--- src/rtl/text_rx_deframer.sv ---
// Serial text deframer: sync hunt, length-prefixed payload recovery, payload FIFO with valid/ready drain.
// Optional checksum byte after the payload when TEXT_RX_CHKSUM_EN is defined.
module text_rx_deframer #(
  parameter logic [7:0] SYNC_WORD  = 8'h7E,
  parameter int         FIFO_DEPTH = 16,
  parameter int         FIFO_AW    = 4
) (
  input  logic       clk,
  input  logic       reset,
  input  logic       bit_in,
  input  logic       bit_valid,
  output logic [7:0] data_out,
  output logic       data_valid,
  input  logic       data_ready,
  output logic       frame_done,
  output logic       frame_err,
  output logic       overflow,
  output logic       busy
);

`ifdef TEXT_RX_CHKSUM_EN
  typedef enum logic [1:0] {HUNT, LEN, PAYLOAD, CHK} state_t;
`else
  typedef enum logic [1:0] {HUNT, LEN, PAYLOAD} state_t;
`endif

  localparam logic [FIFO_AW:0] FULL_COUNT = (FIFO_AW+1)'(FIFO_DEPTH);

  state_t             state_reg, state_next;
  logic [7:0]         shreg_reg, shreg_next;
  logic [2:0]         bit_cnt_reg, bit_cnt_next;
  logic [7:0]         byte_cnt_reg, byte_cnt_next;
  logic [7:0]         len_reg, len_next;
  logic               frame_done_reg, frame_done_next;
  logic               overflow_reg, overflow_next;
`ifdef TEXT_RX_CHKSUM_EN
  logic [7:0]         chk_reg, chk_next;
  logic               frame_err_reg, frame_err_next;
`endif
  logic [FIFO_AW-1:0] wr_ptr_reg, wr_ptr_next;
  logic [FIFO_AW-1:0] rd_ptr_reg, rd_ptr_next;
  logic [FIFO_AW:0]   count_reg, count_next;
  logic [7:0]         data_out_reg;
  logic [7:0]         mem [FIFO_DEPTH];

  logic [7:0] shift_in;
  logic       byte_end;
  logic       frame_end;
  logic       push_req, push, pop, full;

  assign shift_in = {shreg_reg[6:0], bit_in};
  assign byte_end = (bit_cnt_reg == 3'd7);

  always_ff @(posedge clk) begin
    if (reset) begin
      state_reg      <= HUNT;
      shreg_reg      <= '0;
      bit_cnt_reg    <= '0;
      byte_cnt_reg   <= '0;
      len_reg        <= '0;
      frame_done_reg <= 1'b0;
      overflow_reg   <= 1'b0;
`ifdef TEXT_RX_CHKSUM_EN
      chk_reg        <= '0;
      frame_err_reg  <= 1'b0;
`endif
      wr_ptr_reg     <= '0;
      rd_ptr_reg     <= '0;
      count_reg      <= '0;
    end else begin
      state_reg      <= state_next;
      shreg_reg      <= shreg_next;
      bit_cnt_reg    <= bit_cnt_next;
      byte_cnt_reg   <= byte_cnt_next;
      len_reg        <= len_next;
      frame_done_reg <= frame_done_next;
      overflow_reg   <= overflow_next;
`ifdef TEXT_RX_CHKSUM_EN
      chk_reg        <= chk_next;
      frame_err_reg  <= frame_err_next;
`endif
      wr_ptr_reg     <= wr_ptr_next;
      rd_ptr_reg     <= rd_ptr_next;
      count_reg      <= count_next;
    end
  end

  always_comb begin
    state_next      = state_reg;
    shreg_next      = shreg_reg;
    bit_cnt_next    = bit_cnt_reg;
    byte_cnt_next   = byte_cnt_reg;
    len_next        = len_reg;
    frame_done_next = 1'b0;
    frame_end       = 1'b0;
    push_req        = 1'b0;
`ifdef TEXT_RX_CHKSUM_EN
    chk_next        = chk_reg;
    frame_err_next  = 1'b0;
`endif
    if (bit_valid) begin
      shreg_next   = shift_in;
      bit_cnt_next = bit_cnt_reg + 3'd1;
      case (state_reg)
        HUNT: begin
          if (shift_in == SYNC_WORD) begin
            state_next   = LEN;
            bit_cnt_next = '0;
`ifdef TEXT_RX_CHKSUM_EN
            chk_next     = '0;
`endif
          end
        end
        LEN: begin
          if (byte_end) begin
            len_next      = shift_in;
            byte_cnt_next = '0;
            state_next    = PAYLOAD;
`ifdef TEXT_RX_CHKSUM_EN
            chk_next      = shift_in;
            if (shift_in == 8'h00) state_next = CHK;
`else
            if (shift_in == 8'h00) frame_end = 1'b1;
`endif
          end
        end
        PAYLOAD: begin
          if (byte_end) begin
            // Dropped bytes still count toward the length and the checksum.
            push_req      = 1'b1;
            byte_cnt_next = byte_cnt_reg + 8'd1;
`ifdef TEXT_RX_CHKSUM_EN
            chk_next      = chk_reg ^ shift_in;
            if (byte_cnt_reg + 8'd1 == len_reg) state_next = CHK;
`else
            if (byte_cnt_reg + 8'd1 == len_reg) frame_end = 1'b1;
`endif
          end
        end
`ifdef TEXT_RX_CHKSUM_EN
        CHK: begin
          if (byte_end) begin
            frame_end      = 1'b1;
            frame_err_next = (shift_in != chk_reg);
          end
        end
`endif
        default: state_next = HUNT;
      endcase
      // Clearing the shift register keeps the tail of this frame from forming a false sync.
      if (frame_end) begin
        state_next      = HUNT;
        shreg_next      = '0;
        frame_done_next = 1'b1;
      end
    end
  end

  always_comb begin
    full          = (count_reg == FULL_COUNT);
    pop           = (count_reg != '0) && data_ready;
    push          = push_req && (!full || pop);
    overflow_next = overflow_reg || (push_req && full && !pop);
    wr_ptr_next   = push ? wr_ptr_reg + 1'b1 : wr_ptr_reg;
    rd_ptr_next   = pop  ? rd_ptr_reg + 1'b1 : rd_ptr_reg;
    count_next    = count_reg + (FIFO_AW+1)'(push) - (FIFO_AW+1)'(pop);
  end

  always_ff @(posedge clk) begin
    if (push) mem[wr_ptr_reg] <= shift_in;
  end

  // Head register: bypass when the slot being written becomes the new head.
  always_ff @(posedge clk) begin
    if (reset)
      data_out_reg <= '0;
    else if (push && (wr_ptr_reg == rd_ptr_next))
      data_out_reg <= shift_in;
    else if (count_next != '0)
      data_out_reg <= mem[rd_ptr_next];
  end

  assign data_out   = data_out_reg;
  assign data_valid = (count_reg != '0);
  assign frame_done = frame_done_reg;
  assign overflow   = overflow_reg;
  assign busy       = (state_reg != HUNT);
`ifdef TEXT_RX_CHKSUM_EN
  assign frame_err  = frame_err_reg;
`else
  assign frame_err  = 1'b0;
`endif

endmodule

--- config.mk ---
export PLATFORM = sky130hd
export DESIGN_NAME = text_rx_deframer
export DESIGN_NICKNAME = d
export VERILOG_FILES = /design/src/rtl/text_rx_deframer.sv
export SDC_FILE = /design/constraint.sdc
export NUM_CORES = 1
export LEC_CHECK = 0
export CORE_MARGIN = 10
export CORE_UTILIZATION = 55
export CTS_CLUSTER_SIZE = 24
export DETAILED_ROUTE_END_ITERATION = 8
export GPL_ROUTABILITY_DRIVEN = 0
export PLACE_DENSITY = 0.72
export SKIP_CTS_REPAIR_TIMING = 1
export SLEW_MARGIN = 25
export SYNTH_ARGS = -nofsm -noshare
export SYNTH_HDL_FRONTEND = slang
export SYNTH_SLANG_ARGS = --single-unit
--- constraint.sdc ---
create_clock -name clk -period 10.35 [get_ports clk]
set_clock_uncertainty 0.1 [all_clocks]
set_input_delay 1.5525 -clock clk [delete_from_list [all_inputs] [get_ports clk]]
set_output_delay 1.5525 -clock clk [all_outputs]
set_load 0.02 [all_outputs]
# Yosys cells after proc, flatten, opt, wreduce, memory -nomap -nowiden
# Memories as Yosys holds them, arrays and structs flattened. A register that Yosys moved wholly into a read port is not among the register bits.
# Cells that the tools add are included.
# W data, S select, Z words.
[totals]
n_memories = 1
ramBits = 128
ff_bits = 43
out_inout_bits = 13
elab_cells = 73
input_bits = 5
[op_classes]
add_sub_neg = 6
n_bitwise = 1
muxes = 23
n_eq_ne = 12
reduce_logical = 20
[mem_list]
columns = ["memory", "words", "width", "rd", "rd_ports_with_merged_regs", "write_ports", "line_no", "rtl"]
rows = [
  ["mem", 16, 8, 1, 1, 1, "44", "logic [7:0] mem [FIFO_DEPTH];"],
]
[op_table]
columns = ["operator", "count"]
rows = [
  ["$mux W8", 2],
  ["$pmux W8 S2", 1],
  ["$mux W1", 11],
  ["$reduce_bool A5 Y1", 2],
  ["$add A4 B1 Y4 const B", 2],
  ["$add A8 B1 Y8 const B", 1],
  ["$eq A8 B7 Y1 const B", 1],
  ["$eq A8 B8 Y1", 1],
  ["$logic_not A8 Y1", 1],
  ["$reduce_and A4 Y1", 2],
  ["$mux W7", 1],
  ["$mux W2", 3],
  ["$mux W3", 2],
  ["$ne A2 B2 Y1 const B", 3],
  ["$ne A3 B3 Y1 const B", 2],
  ["$pmux W2 S3", 1],
  ["$reduce_bool A2 Y1", 3],
  ["$add A5 B1 Y5", 1],
  ["$eq A5 B5 Y1 const B", 1],
  ["$logic_and A1 B1 Y1", 5],
  ["$sub A5 B1 Y5", 1],
  ["$eq A4 B4 Y1", 1],
  ["$mux W4", 1],
  ["$add A3 B1 Y3 const B", 1],
  ["10 further kinds", 12],
]

# Logic depth before layout (Yosys ltp)
# Gate-level depths: netlist (run 1).
[depth]
depth_word = 9
ltp_mapped = 20
ltp_nobuf = 18

# Worst setup path after synthesis (run 1)
# Ideal clock, no wire load.
[synth_timing]
kind = "input -> register"
start = "input port bit_valid"
end = "register data_out_reg[0], in the netlist data_out[0], read port of mem"
t_arrival_ns = 4.560
cell_stages = 15
path_buffers = 2
slack_ns = 5.595
path_cell_list = "nand3_1 nor2_1 inv_1 o21ai_0 ha_1 inv_1 fa_1 nand2b_1 a21oi_1 xnor2_1 and3_1 clkbuf_1 clkbuf_1 o311ai_0 a221oi_1"
[synth_between]
elab_chain_len = 6
word_cells_on_any_way = 7
cone_classes = "add/sub (2); mux (1); reduce/logical (4)"
[synth_rtl]
columns = ["item", "line_no", "rtl"]
rows = [
  ["start, declared", "11", "input logic bit_valid,"],
  ["$mux W1 *", "101", "if (bit_valid) begin"],
  ["$logic_and A1 B1 Y1 *", "162", "push = push_req && (!full || pop);"],
  ["$add A5 B1 Y5", "166", "count_next = count_reg + (FIFO_AW+1)'(push) - (FIFO_AW+1)'(pop);"],
  ["$sub A5 B1 Y5", "166", ""],
  ["$reduce_bool A5 Y1", "179", "else if (count_next != '0)"],
  ["$reduce_bool A2 Y1 (no source line) *", "n/a", ""],
  ["end, declared", "43", "logic [7:0] data_out_reg;"],
]
# Every way passes the cells marked *; elsewhere a longest branch is shown, timed or not.
# A chain may end at the register's enable or synchronous reset.

# Worst setup path in the final report (run 1)
[layout_timing]
start = "input port bit_valid"
end = "register data_out_reg[2], in the netlist data_out[2], read port of mem"
# The elaborated chain is that of the path after synthesis.

==> results of run 1 <==
## per-layer routing
metal	vias up	wire length [um]	global-route usage [%]
met3	52	1180	4.20
met2	196	9530	32.6
met1	2620	7250	22.3
li1	2460	-	-
met5	-	0	0
met4	0	641	9.46
## Yosys cell counts (all sizes together), types with 2 or more instances
cell and n:
edfxtp 128, nor2 70, mux2i 55, dfxtp 51, o221ai 33, a21oi 30
nand2 29, clkbuf 23, inv 23, ha 18, xnor2 15, buf 14
a221oi 13, o21ai 13, nand2b 11, nor3 11, o22ai 11, nand3 9
xor2 9, o21a 8, a22oi 6, o311ai 6, mux4 5, nor2b 5
a21o 4, and2 4, and3 4, mux2 4, nor4 4, a2111oi 3
nand4 3, nor4b 2, or3 2, or4 2, xnor3 2
## stage by stage
| stage | util [%] | instance area (um^2) | hold slack, ns | std cells | worst slack (ns) |
|---|---|---|---|---|---|
| after floorplan | - | 8060 | 0.348 | 641 | 5.60 |
| after CTS | 62.5 | 9010 | 0.370 | 850 | 4.55 |
| after global routing | 62.5 | 9010 | 0.389 | 850 | 4.00 |
| after detailed placement | 58.4 | 8420 | 0.361 | 818 | 4.13 |
| final | 62.5 | 9010 | 0.371 | 850 | 4.48 |
| after global placement | 58.2 | 8400 | 0.357 | 818 | 4.35 |
## path summary, 6_finish.rpt
| path | endpoint | cells after the start | slack (ns) |
|---|---|---|---|
| hold / removal | len_reg[7]$_SDFFE_PP0P_ | 2 | 0.37 |
| hold reg to reg | len_reg[7]$_SDFFE_PP0P_ | 2 | 0.37 |
| setup reg to reg | data_out[2]$_SDFFE_PP0P_ | 16 | 5.80 |
| setup / recovery | data_out[2]$_SDFFE_PP0P_ | 15 | 4.48 |
## power by group through the flow
stage	logic [mW]	registers [mW]	clock network [mW]
6_report	0.643	0.815	0.641
5_1_grt	0.700	0.817	0.678
4_1_cts	0.641	0.814	0.649
3_5_place_dp	0.636	0.829	0
3_3_place_gp	0.615	0.828	0
2_1_floorplan	0.447	0.835	0
## worst min-delay path: stages (launching register included)
cell and delay (ns):
dfxtp_1 0.32, nand2_1 0.05, a21oi_1 0.05
## kinds of logic (layout without fill, tap and decap cells)
logic type / after synthesis / after routing / share of synthesized area [%]
compound gates: 132 / 132 / 11.7
other cells: 1 / 1 / 0.0466
flops: 179 / 179 / 60.4
mux: 64 / 64 / 8.79
simple gates: 160 / 160 / 9.60
xor+xnor: 26 / 26 / 3.26
fa+ha+maj: 19 / 19 / 3.04
buf+inv: 60 / 85 / 3.15
## final cells by class
class	count	area, um^2
Multi-Input combinational cell	402	2970
Inverter	23	86.3
Tap cell	184	230
Sequential cell	179	4860
Clock inverter	15	165
Fill cell	1098	5420
Clock buffer	17	425
Timing Repair Buffer	30	265
## placed cells by master (no fill, tap or decap), types with 16 or more instances in the layout
cell | synthesis | layout
a21oi_1 | 30 | 30
clkbuf_16 | 0 | 17
clkdlybuf4s50_1 | 0 | 16
dfxtp_1 | 51 | 51
edfxtp_1 | 128 | 128
ha_1 | 18 | 18
inv_1 | 22 | 22
mux2i_1 | 55 | 55
nand2_1 | 29 | 29
nor2_1 | 69 | 69
o221ai_1 | 33 | 33
==> metrics.md, run 1 <==
| Metric | Value |
|---|---|
| Status | complete, no violations |
| Peak VDD IR | 0.000142 V |
| Vias in the first global route | 5423 |
| Pint | 1.43 mW |
| Final setup fails | 0 |
| Ys async rst share | 0% |
| Design Power | 2.10 mW |
| Die width | 141 um |
| Slowest CP cell | clkdlybuf4s50_1 |
| Worst stage delay on the critical path | 0.87 ns |
| Flop pwr share | 38.8% |
| Reg clk slew, reported paths | 0.06 ns |
| Via/cell ratio | 6.27 |
| Clock group share of total power | 30.5% |
| DRT Pass-1 Iters | 5 |
| Initial antenna violation count | 0 |
| Total routed wirelength | 18600 um |
| RSZ-0062 raised after global routing | false |
| Hold Vio Cnt, Final | 0 |
| Comb pwr share | 30.6% |
| Layout cells sized above 1 | 9.46% |
| Final Critical Period | 5.87 ns |
| Biggest register | mem |
| Post-Syn Instances | 641 |
| Worst-Margin Slew | 1.11 ns |
| Die Ht | 141 um |
| Total global-route track usage | 19.2% |
| I/O Buffers | 16 |
| Grt ovf | 0 |
| CTS Root Cell | clkbuf_16 |
| Critical Setup Path Class | in2reg |
| Sequential share of the synthesized area | 60.4% |
| Yosys warnings | 0 |
| CP startpoint | bit_valid |
| Layout Nets | 677 |
| CP Launch Type | input port |
| Number of flops mapped to enable cells by yosys | 128 |
| Top delay family on crit path | simple AND/OR/NAND/NOR gates |
| Clock latency on the worst-skew pair | 0.43 ns |
| PD cells | 233 nW/um^2 |
| Final ANT Viol Nets | 0 |
| 1st-iter DRT viols | 478 |
| I/O pins | 18 |
| Initial core utilization | 55.8% |
| Number of distinct library cells after synthesis | 54 |
| Global-route wire length before repair | 29800 um |
| Max reg flops | 128 |
| Row count | 44 |
| Crit path buf inv count | 3 |
| Leakage | 3.11 nW |
| Max FO, Critical Path | 15 |
| DRC Markers | 0 |
| R2R Path Start | bit_cnt_reg[0]$_SDFFE_PP0P_ |
| CP Data Required Time | 10.58 ns |
| Mapped Nets | 665 |
| Synthesis-to-layout area growth | 11.8% |
| Fmax | 170 MHz |
| Hold Startpoint | len_reg[7]$_SDFFE_PP0P_ |
| Clk sinks | 179 |
| Htree depth | 4 |
| Net switching power of the design | 0.673 mW |
| Top FF cell, synth | edfxtp_1 |
| Worst Setup End Kind | flop |
| Routed WL per cell | 21.9 um |
| Tcrit/Tclk final | 56.7% |
| HPWL after DPL | 12200 um |
| Area fraction of the dominant cell type after synthesis | 47.7% |
| Core area | 14400 um^2 |
| Worst hold path type | reg2reg |
| WP data arrival | 6.10 ns |
| Antenna Cells | 0 |
| CTS tree | built |
| Vias after detailed routing | 5328 |
| Mapped Area | 8060 um^2 |
| Die area | 19900 um^2 |
| CTS Buf Count | 17 |
| Register bit total from synthesis | 179 |
| Area contributors post-synth | edfxtp_1 (48%), dfxtp_1 (13%), mux2i_1 (6.8%), o221ai_1 (3.6%), nor2_1 (3.2%) |
| Relative slew slack | 25.8% |
| Slew Viols, Final | 0 |
| Worst path cell trace | clkdlybuf4s50_1, nand3_1, nor2_1, inv_1, o21ai_0, ha_1, inv_1, fa_1, nand2b_1, a21oi_1, xnor2_1, a31o_1, nor2_1, a221oi_1, a221oi_1 |
| Avg Inst Size Synth | 12.6 um^2 |
| TNS Setup | 0 ns |
| Switching Fraction | 32.1% |
| Area leader, netlist | edfxtp_1 |
| Deepest clock path buffer count | 2 |
| Largest net degree at the start of global routing | 46 |
| Max cap viols | 0 |
No activity file was read; power rests on OpenSTA's default activity.
==> run 2: changes to the inputs <==
--- a/config.mk
+++ b/config.mk
@@ -10,7 +10,7 @@
 export CTS_CLUSTER_SIZE = 24
 export DETAILED_ROUTE_END_ITERATION = 8
 export GPL_ROUTABILITY_DRIVEN = 0
-export PLACE_DENSITY = 0.72
+export PLACE_DENSITY = 0.75
 export SKIP_CTS_REPAIR_TIMING = 1
 export SLEW_MARGIN = 25
 export SYNTH_ARGS = -nofsm -noshare
==> constraint.sdc (replaced) <==
create_clock -name clk -period 5.2 [get_ports clk]
set_clock_uncertainty 0.1 [all_clocks]
set_input_delay 0.78 -clock clk [delete_from_list [all_inputs] [get_ports clk]]
set_output_delay 0.78 -clock clk [all_outputs]
set_load 0.02 [all_outputs]
==> run 2 against run 1 <==
- sequential power grew 100%
- global-route usage is essentially flat
- critical path type is now reg2reg
- first-iteration DRC count is 44% higher
- die area stayed put
- largest power group unchanged
- worst hold slack better by 0.0018 ns
- flip-flop and latch count stayed put
- cell count up 0.24%
==> metrics.md, run 2 (same netlist as run 1, synthesis figures left out) <==
| Metric | Value |
|---|---|
| I/O pins | 18 (unchanged) |
| Total routed wirelength | 18700 um (was 18600 um) |
| Core area | 14400 um^2 (unchanged) |
| CP Launch Type | flop (was input port) |
| Routed WL per cell | 22.0 um (was 21.9 um) |
| Die Ht | 141 um (unchanged) |
| Vias after detailed routing | 5375 (was 5328) |
| Relative slew slack | 32.5% (was 25.8%) |
| Worst hold path type | reg2reg (unchanged) |
| Slowest CP cell | nor2b_1 (was clkdlybuf4s50_1) |
| Total global-route track usage | 19.2% (about the same) |
| Worst path cell trace | ha_1, ha_1, nand3_1, nor2_1, buf_4, inv_1, o21ai_0, ha_1, inv_1, fa_1, nand2b_1, a21oi_1, xnor2_1, a31o_1, nor2b_1, a221oi_1, a221oi_1 (was clkdlybuf4s50_1, nand3_1, nor2_1, inv_1, o21ai_0, ha_1, inv_1, fa_1, nand2b_1, a21oi_1, xnor2_1, a31o_1, nor2_1, a221oi_1, a221oi_1) |
| Initial core utilization | 55.8% (unchanged) |
| Global-route wire length before repair | 29800 um (about the same) |
| Deepest clock path buffer count | 2 (unchanged) |
| Antenna Cells | 0 (unchanged) |
| R2R depth | 17 (was 16) |
| Critical Setup Path Class | reg2reg (was in2reg) |
| Largest net degree at the start of global routing | 32 (was 46) |
| Vias in the first global route | 5283 (was 5423) |
| Worst Setup End Kind | flop (unchanged) |
| Crit path buf inv count | 3 (unchanged) |
| Hold Startpoint | len_reg[5]$_SDFFE_PP0P_ (was len_reg[7]$_SDFFE_PP0P_) |
| CP Data Required Time | 5.42 ns (was 10.58 ns) |
| Grt ovf | 0 (unchanged) |
| Status | complete, no violations (unchanged) |
| 1st-iter DRT viols | 689 (was 478) |
| R2R Path Start | bit_cnt_reg[0]$_SDFFE_PP0P_ (unchanged) |
| Tcrit/Tclk final | 83.2% |
| Fmax | 231 MHz |
| Final ANT Viol Nets | 0 (unchanged) |
| TNS Setup | 0 ns (unchanged) |
| Initial antenna violation count | 0 (unchanged) |
| Peak VDD IR | 0.000264 V (was 0.000142 V) |
| Worst stage delay on the critical path | 0.42 ns (was 0.87 ns) |
| RSZ-0062 raised after global routing | false (unchanged) |
| Htree depth | 4 (unchanged) |
| Final Critical Period | 4.32 ns |
| HPWL after DPL | 12300 um (was 12200 um) |
| Die width | 141 um (unchanged) |
| PD cells | 461 nW/um^2 (was 233 nW/um^2) |
| R2R Setup Slk | 0.88 ns (was 5.80 ns) |
| Clk sinks | 179 (unchanged) |
| WP data arrival | 4.55 ns (was 6.10 ns) |
| Layout cells sized above 1 | 10.0% (was 9.46%) |
| Biggest register | mem (unchanged) |
| Hold Vio Cnt, Final | 0 (unchanged) |
| DRC Markers | 0 (unchanged) |
| Clock latency on the worst-skew pair | 0.43 ns (about the same) |
| CTS Root Cell | clkbuf_16 (unchanged) |
| Final setup fails | 0 (unchanged) |
| DRT Pass-1 Iters | 5 (unchanged) |
| Leakage | 3.12 nW (was 3.11 nW) |
| Synthesis-to-layout area growth | 12.0% (was 11.8%) |
| Die area | 19900 um^2 (unchanged) |
| Crit path depth | 17 (was 15) |
| Slew Viols, Final | 0 (unchanged) |
| Most used cell, CP | ha_1 |
| Via/cell ratio | 6.31 (was 6.27) |
| Worst-Margin Slew | 1.01 ns (was 1.11 ns) |
| Hold EP | len_reg[5]$_SDFFE_PP0P_ (was len_reg[7]$_SDFFE_PP0P_) |
| Most frequent cells in the layout | edfxtp_1 (128), nor2_1 (69), mux2i_1 (55) (unchanged) |
| CTS Buf Count | 17 (unchanged) |
| Max reg flops | 128 (unchanged) |
| Reg clk slew, reported paths | 0.07 ns (was 0.06 ns) |
| Fin Hold WS | 0.373 ns (was 0.371 ns) |
| Commonest non-fill, non-tap cell in the layout | edfxtp_1 (unchanged) |
| Max FO, Critical Path | 11 (was 15) |
| Row count | 44 (unchanged) |
| Layout Nets | 679 (was 677) |
| Worst Hold Depth | 2 (unchanged) |
| Max cap viols | 0 (unchanged) |
| I/O Buffers | 16 (unchanged) |
| Top delay family on crit path | compound AO/OA/AOI/OAI gates (was simple AND/OR/NAND/NOR gates) |
| CTS tree | built (unchanged) |
| FF-to-FF End | data_out[7]$_SDFFE_PP0P_ (was data_out[2]$_SDFFE_PP0P_) |
-- run 2: worst min-delay path: stages (launching register included) --
cell	delay (ns)
dfxtp_1	0.32
nand2_1	0.05
a21oi_1	0.05
-- run 2: worst max-delay path by stage --
stage | from | endpoint
detailed placement | bit_valid | data_out[7]$_SDFFE_PP0P_
floorplan | bit_valid | data_out[0]$_SDFFE_PP0P_
global placement | bit_valid | data_out[4]$_SDFFE_PP0P_
global route | bit_cnt_reg[0]$_SDFFE_PP0P_ | data_out[7]$_SDFFE_PP0P_
CTS | bit_cnt_reg[0]$_SDFFE_PP0P_ | data_out[7]$_SDFFE_PP0P_
finish | bit_cnt_reg[0]$_SDFFE_PP0P_ | data_out[7]$_SDFFE_PP0P_
-- run 2: layout make-up --
cell class                 count  area [um^2]
fill                        1100         5400
sequential                   179         4870
multi-input combinational    402         2970
clock buffer                  19          453
timing repair buffer          32          280
tap                          184          230
clock inverter                13          134
inverter                      23         86.3
-- run 2: routing by layer --
metal  vias up  part of all wire [%]  GRT usage (%)
met5         -                     0              0
met4         0                   3.2           7.07
met3        51                   7.2           5.01
met2       198                    49           31.3
met1      2666                    40           24.0
li1       2460                     -              -
-- run 2: power by group --
part	total, mW	internal [mW]	switching, mW
Sequential	1.63	1.57	0.0612
Combinational	1.26	0.519	0.741
Clock	1.27	0.731	0.536
-- run 2: through the flow --
step	utilization, %	area [um^2]	std cells	power (mW)	setup WS [ns]
detailed placement	58.4	8430	820	2.91	0.486
global placement	58.3	8410	820	2.86	0.746
floorplan	-	8060	641	2.55	1.22
CTS	62.5	9010	852	4.16	0.895
global route	62.5	9020	852	4.36	0.505
finish	62.5	9020	852	4.15	0.876
==> run 3: changes to the inputs <==
--- a/config.mk
+++ b/config.mk
@@ -10,7 +10,7 @@
 export CTS_CLUSTER_SIZE = 24
 export DETAILED_ROUTE_END_ITERATION = 8
 export GPL_ROUTABILITY_DRIVEN = 0
-export PLACE_DENSITY = 0.75
+export PLACE_DENSITY = 0.72
 export SKIP_CTS_REPAIR_TIMING = 1
 export SLEW_MARGIN = 25
 export SYNTH_ARGS = -nofsm -noshare
==> constraint.sdc (replaced) <==
create_clock -name clk -period 4.4 [get_ports clk]
set_clock_uncertainty 0.1 [all_clocks]
set_input_delay 0.66 -clock clk [delete_from_list [all_inputs] [get_ports clk]]
set_output_delay 0.66 -clock clk [all_outputs]
set_load 0.02 [all_outputs]
==> run 3 against run 2 <==
- fmax rose by 6.8%
- core utilization rose by 0.087 points
- sequential share of layout area fell by 0.089 points
- design area rose by 0.14%
- wire length rose by 0.91%
- worst hold slack barely moved
- non-clock buffer count rose by 7
- total power rose by 17%
- combinational power rose by 22%
- flip-flop and latch count did not move
- first-iteration DRC count fell by 42%
- critical endpoint is now data_out[0]$_SDFFE_PP0P_
==> metrics.md, run 3 (same netlist as run 1, synthesis figures left out) <==
| Metric | Value |
|---|---|
| Antenna Cells | 0 (unchanged) |
| Worst Setup End Kind | flop (unchanged) |
| Final setup fails | 0 (unchanged) |
| Non-filler cells in the finished layout | 859 (was 852) |
| Worst-Margin Slew | 0.994 ns (was 1.01 ns) |
| Grt ovf | 0 (unchanged) |
| RSZ-0062 raised after global routing | false (unchanged) |
| Initial antenna violation count | 0 (unchanged) |
| Leakage | 3.13 nW (was 3.12 nW) |
| Layout cells sized above 1 | 10.4% (was 10.0%) |
| Final Critical Period | 4.05 ns (was 4.32 ns) |
| TNS Setup | 0 ns (unchanged) |
| CTS Buf Count | 17 (unchanged) |
| Max reg flops | 128 (unchanged) |
| Fin Hold WS | 0.373 ns (about the same) |
| DRC Markers | 0 (unchanged) |
| Vias after detailed routing | 5370 (was 5375) |
| Clock latency on the worst-skew pair | 0.44 ns (was 0.43 ns) |
| Htree depth | 4 (unchanged) |
| FF-to-FF End | data_out[0]$_SDFFE_PP0P_ (was data_out[7]$_SDFFE_PP0P_) |
| Slew Viols, Final | 0 (unchanged) |
| Final ANT Viol Nets | 0 (unchanged) |
| Total routed wirelength | 18900 um (was 18700 um) |
| Total global-route track usage | 19.5% (was 19.2%) |
| Finished Core Util | 62.6% (was 62.5%) |
| Biggest register | mem (unchanged) |
| I/O Buffers | 16 (unchanged) |
| Final setup margin | 0.350 ns (was 0.876 ns) |
| Critical Setup Path Class | reg2reg (unchanged) |
| Die width | 141 um (unchanged) |
| Commonest non-fill, non-tap cell in the layout | edfxtp_1 (unchanged) |
| Fmax | 247 MHz (was 231 MHz) |
| Most frequent cells in the layout | edfxtp_1 (128), nor2_1 (69), mux2i_1 (55) (unchanged) |
| Synthesis-to-layout area growth | 12.1% (was 12.0%) |
| Vias in the first global route | 5502 (was 5283) |
| Die Ht | 141 um (unchanged) |
| Dpl cells | 826 (was 820) |
| Hold EP | len_reg[1]$_SDFFE_PP0P_ (was len_reg[5]$_SDFFE_PP0P_) |
| HPWL after DPL | 12600 um (was 12300 um) |
| Die area | 19900 um^2 (unchanged) |
| R2R Path Start | count_reg[3]$_SDFF_PP0_ (was bit_cnt_reg[0]$_SDFFE_PP0P_) |
| Deepest clock path buffer count | 2 (unchanged) |
| Reg clk slew, reported paths | 0.07 ns (about the same) |
| R2R depth | 19 (was 17) |
| CP Data Required Time | 4.58 ns (was 5.42 ns) |
| Peak VDD IR | 0.000294 V (was 0.000264 V) |
| Relative slew slack | 33.5% (was 32.5%) |
| R2R Setup Slk | 0.35 ns (was 0.88 ns) |
| I/O pins | 18 (unchanged) |
| Initial core utilization | 55.8% (unchanged) |
| Largest net degree at the start of global routing | 46 (was 32) |
| Hold Vio Cnt, Final | 0 (unchanged) |
| Tcrit/Tclk final | 92.0% (was 83.2%) |
| PD cells | 540 nW/um^2 (was 461 nW/um^2) |
| DRT Pass-1 Iters | 6 (was 5) |
| Routed WL per cell | 22.0 um (about the same) |
| Max cap viols | 0 (unchanged) |
| Global-route wire length before repair | 30000 um (was 29800 um) |
| Core area | 14400 um^2 (unchanged) |
| Max FO, Critical Path | 11 (unchanged) |
| Worst Hold Depth | 2 (unchanged) |
| Hold Startpoint | len_reg[1]$_SDFFE_PP0P_ (was len_reg[5]$_SDFFE_PP0P_) |
| CP Launch Type | flop (unchanged) |
| Layout Nets | 686 (was 679) |
| Pre-CTS setup slack | 0.0698 ns (was 0.486 ns) |
| Worst hold path type | reg2reg (unchanged) |
| Status | complete, no violations (unchanged) |
| Clk sinks | 179 (unchanged) |
| Row count | 44 (unchanged) |
| CTS tree | built (unchanged) |
| Via/cell ratio | 6.25 (was 6.31) |
| WP data arrival | 4.23 ns (was 4.55 ns) |
| 1st-iter DRT viols | 402 (was 689) |
| CTS Root Cell | clkbuf_16 (unchanged) |
[run 3: power by group]
group | switching, mW | internal [mW] | total [mW]
Sequential | 0.0753 | 1.85 | 1.93
Combinational | 0.901 | 0.639 | 1.54
Clock | 0.633 | 0.776 | 1.41
[run 3: routing by layer]
metal,wire length [um],global-route usage (%)
met1,7490,22.6
met2,9810,33.4
met3,1110,4.37
met4,490,9.13
met5,0,0
[run 3: cell type report]
type	instances	area (um^2)
fill	1073	5390
sequential	179	4860
clock buffer	19	433
timing repair buffer	39	345
multi-input combinational	402	2960
clock inverter	13	111
tap	184	230
inverter	23	86.3
[run 3: how the worst max path moves through the flow]
stage,start,endpoint,slack (ns),cells past startpoint
3_5_place_dp,bit_valid,data_out[0]$_SDFFE_PP0P_,0.07,15
3_3_place_gp,bit_valid,data_out[4]$_SDFFE_PP0P_,0.23,15
2_1_floorplan,bit_cnt_reg[0]$_SDFFE_PP0P_,data_out[4]$_SDFFE_PP0P_,0.43,18
4_1_cts,count_reg[3]$_SDFF_PP0_,data_out[2]$_SDFFE_PP0P_,0.41,14
6_report,count_reg[3]$_SDFF_PP0_,data_out[0]$_SDFFE_PP0P_,0.35,19
5_1_grt,count_reg[3]$_SDFF_PP0_,data_out[7]$_SDFFE_PP0P_,0.03,19
[run 3: metrics by stage]
stage | power [mW] | instance area, um^2
6_report | 4.88 | 9030
3_5_place_dp | 3.46 | 8460
2_1_floorplan | 3.01 | 8060
3_3_place_gp | 3.40 | 8460
5_1_grt | 5.08 | 9030
4_1_cts | 4.85 | 9010
[run 3: critical path: stages (launching register included)]
cell      delay (ns)
dfxtp_1         0.36
inv_1           0.08
ha_1            0.22
nor4b_4         0.16
buf_12          0.15
inv_2           0.07
nand2_1         0.10
nor2_1          0.21
inv_1           0.09
o21ai_0         0.09
ha_1            0.19
inv_1           0.05
fa_1            0.38
nand2b_1        0.16
a21oi_1         0.16
xnor2_1         0.19
a31o_1          0.41
nor2_1          0.20
a221oi_1        0.40
a221oi_1        0.14
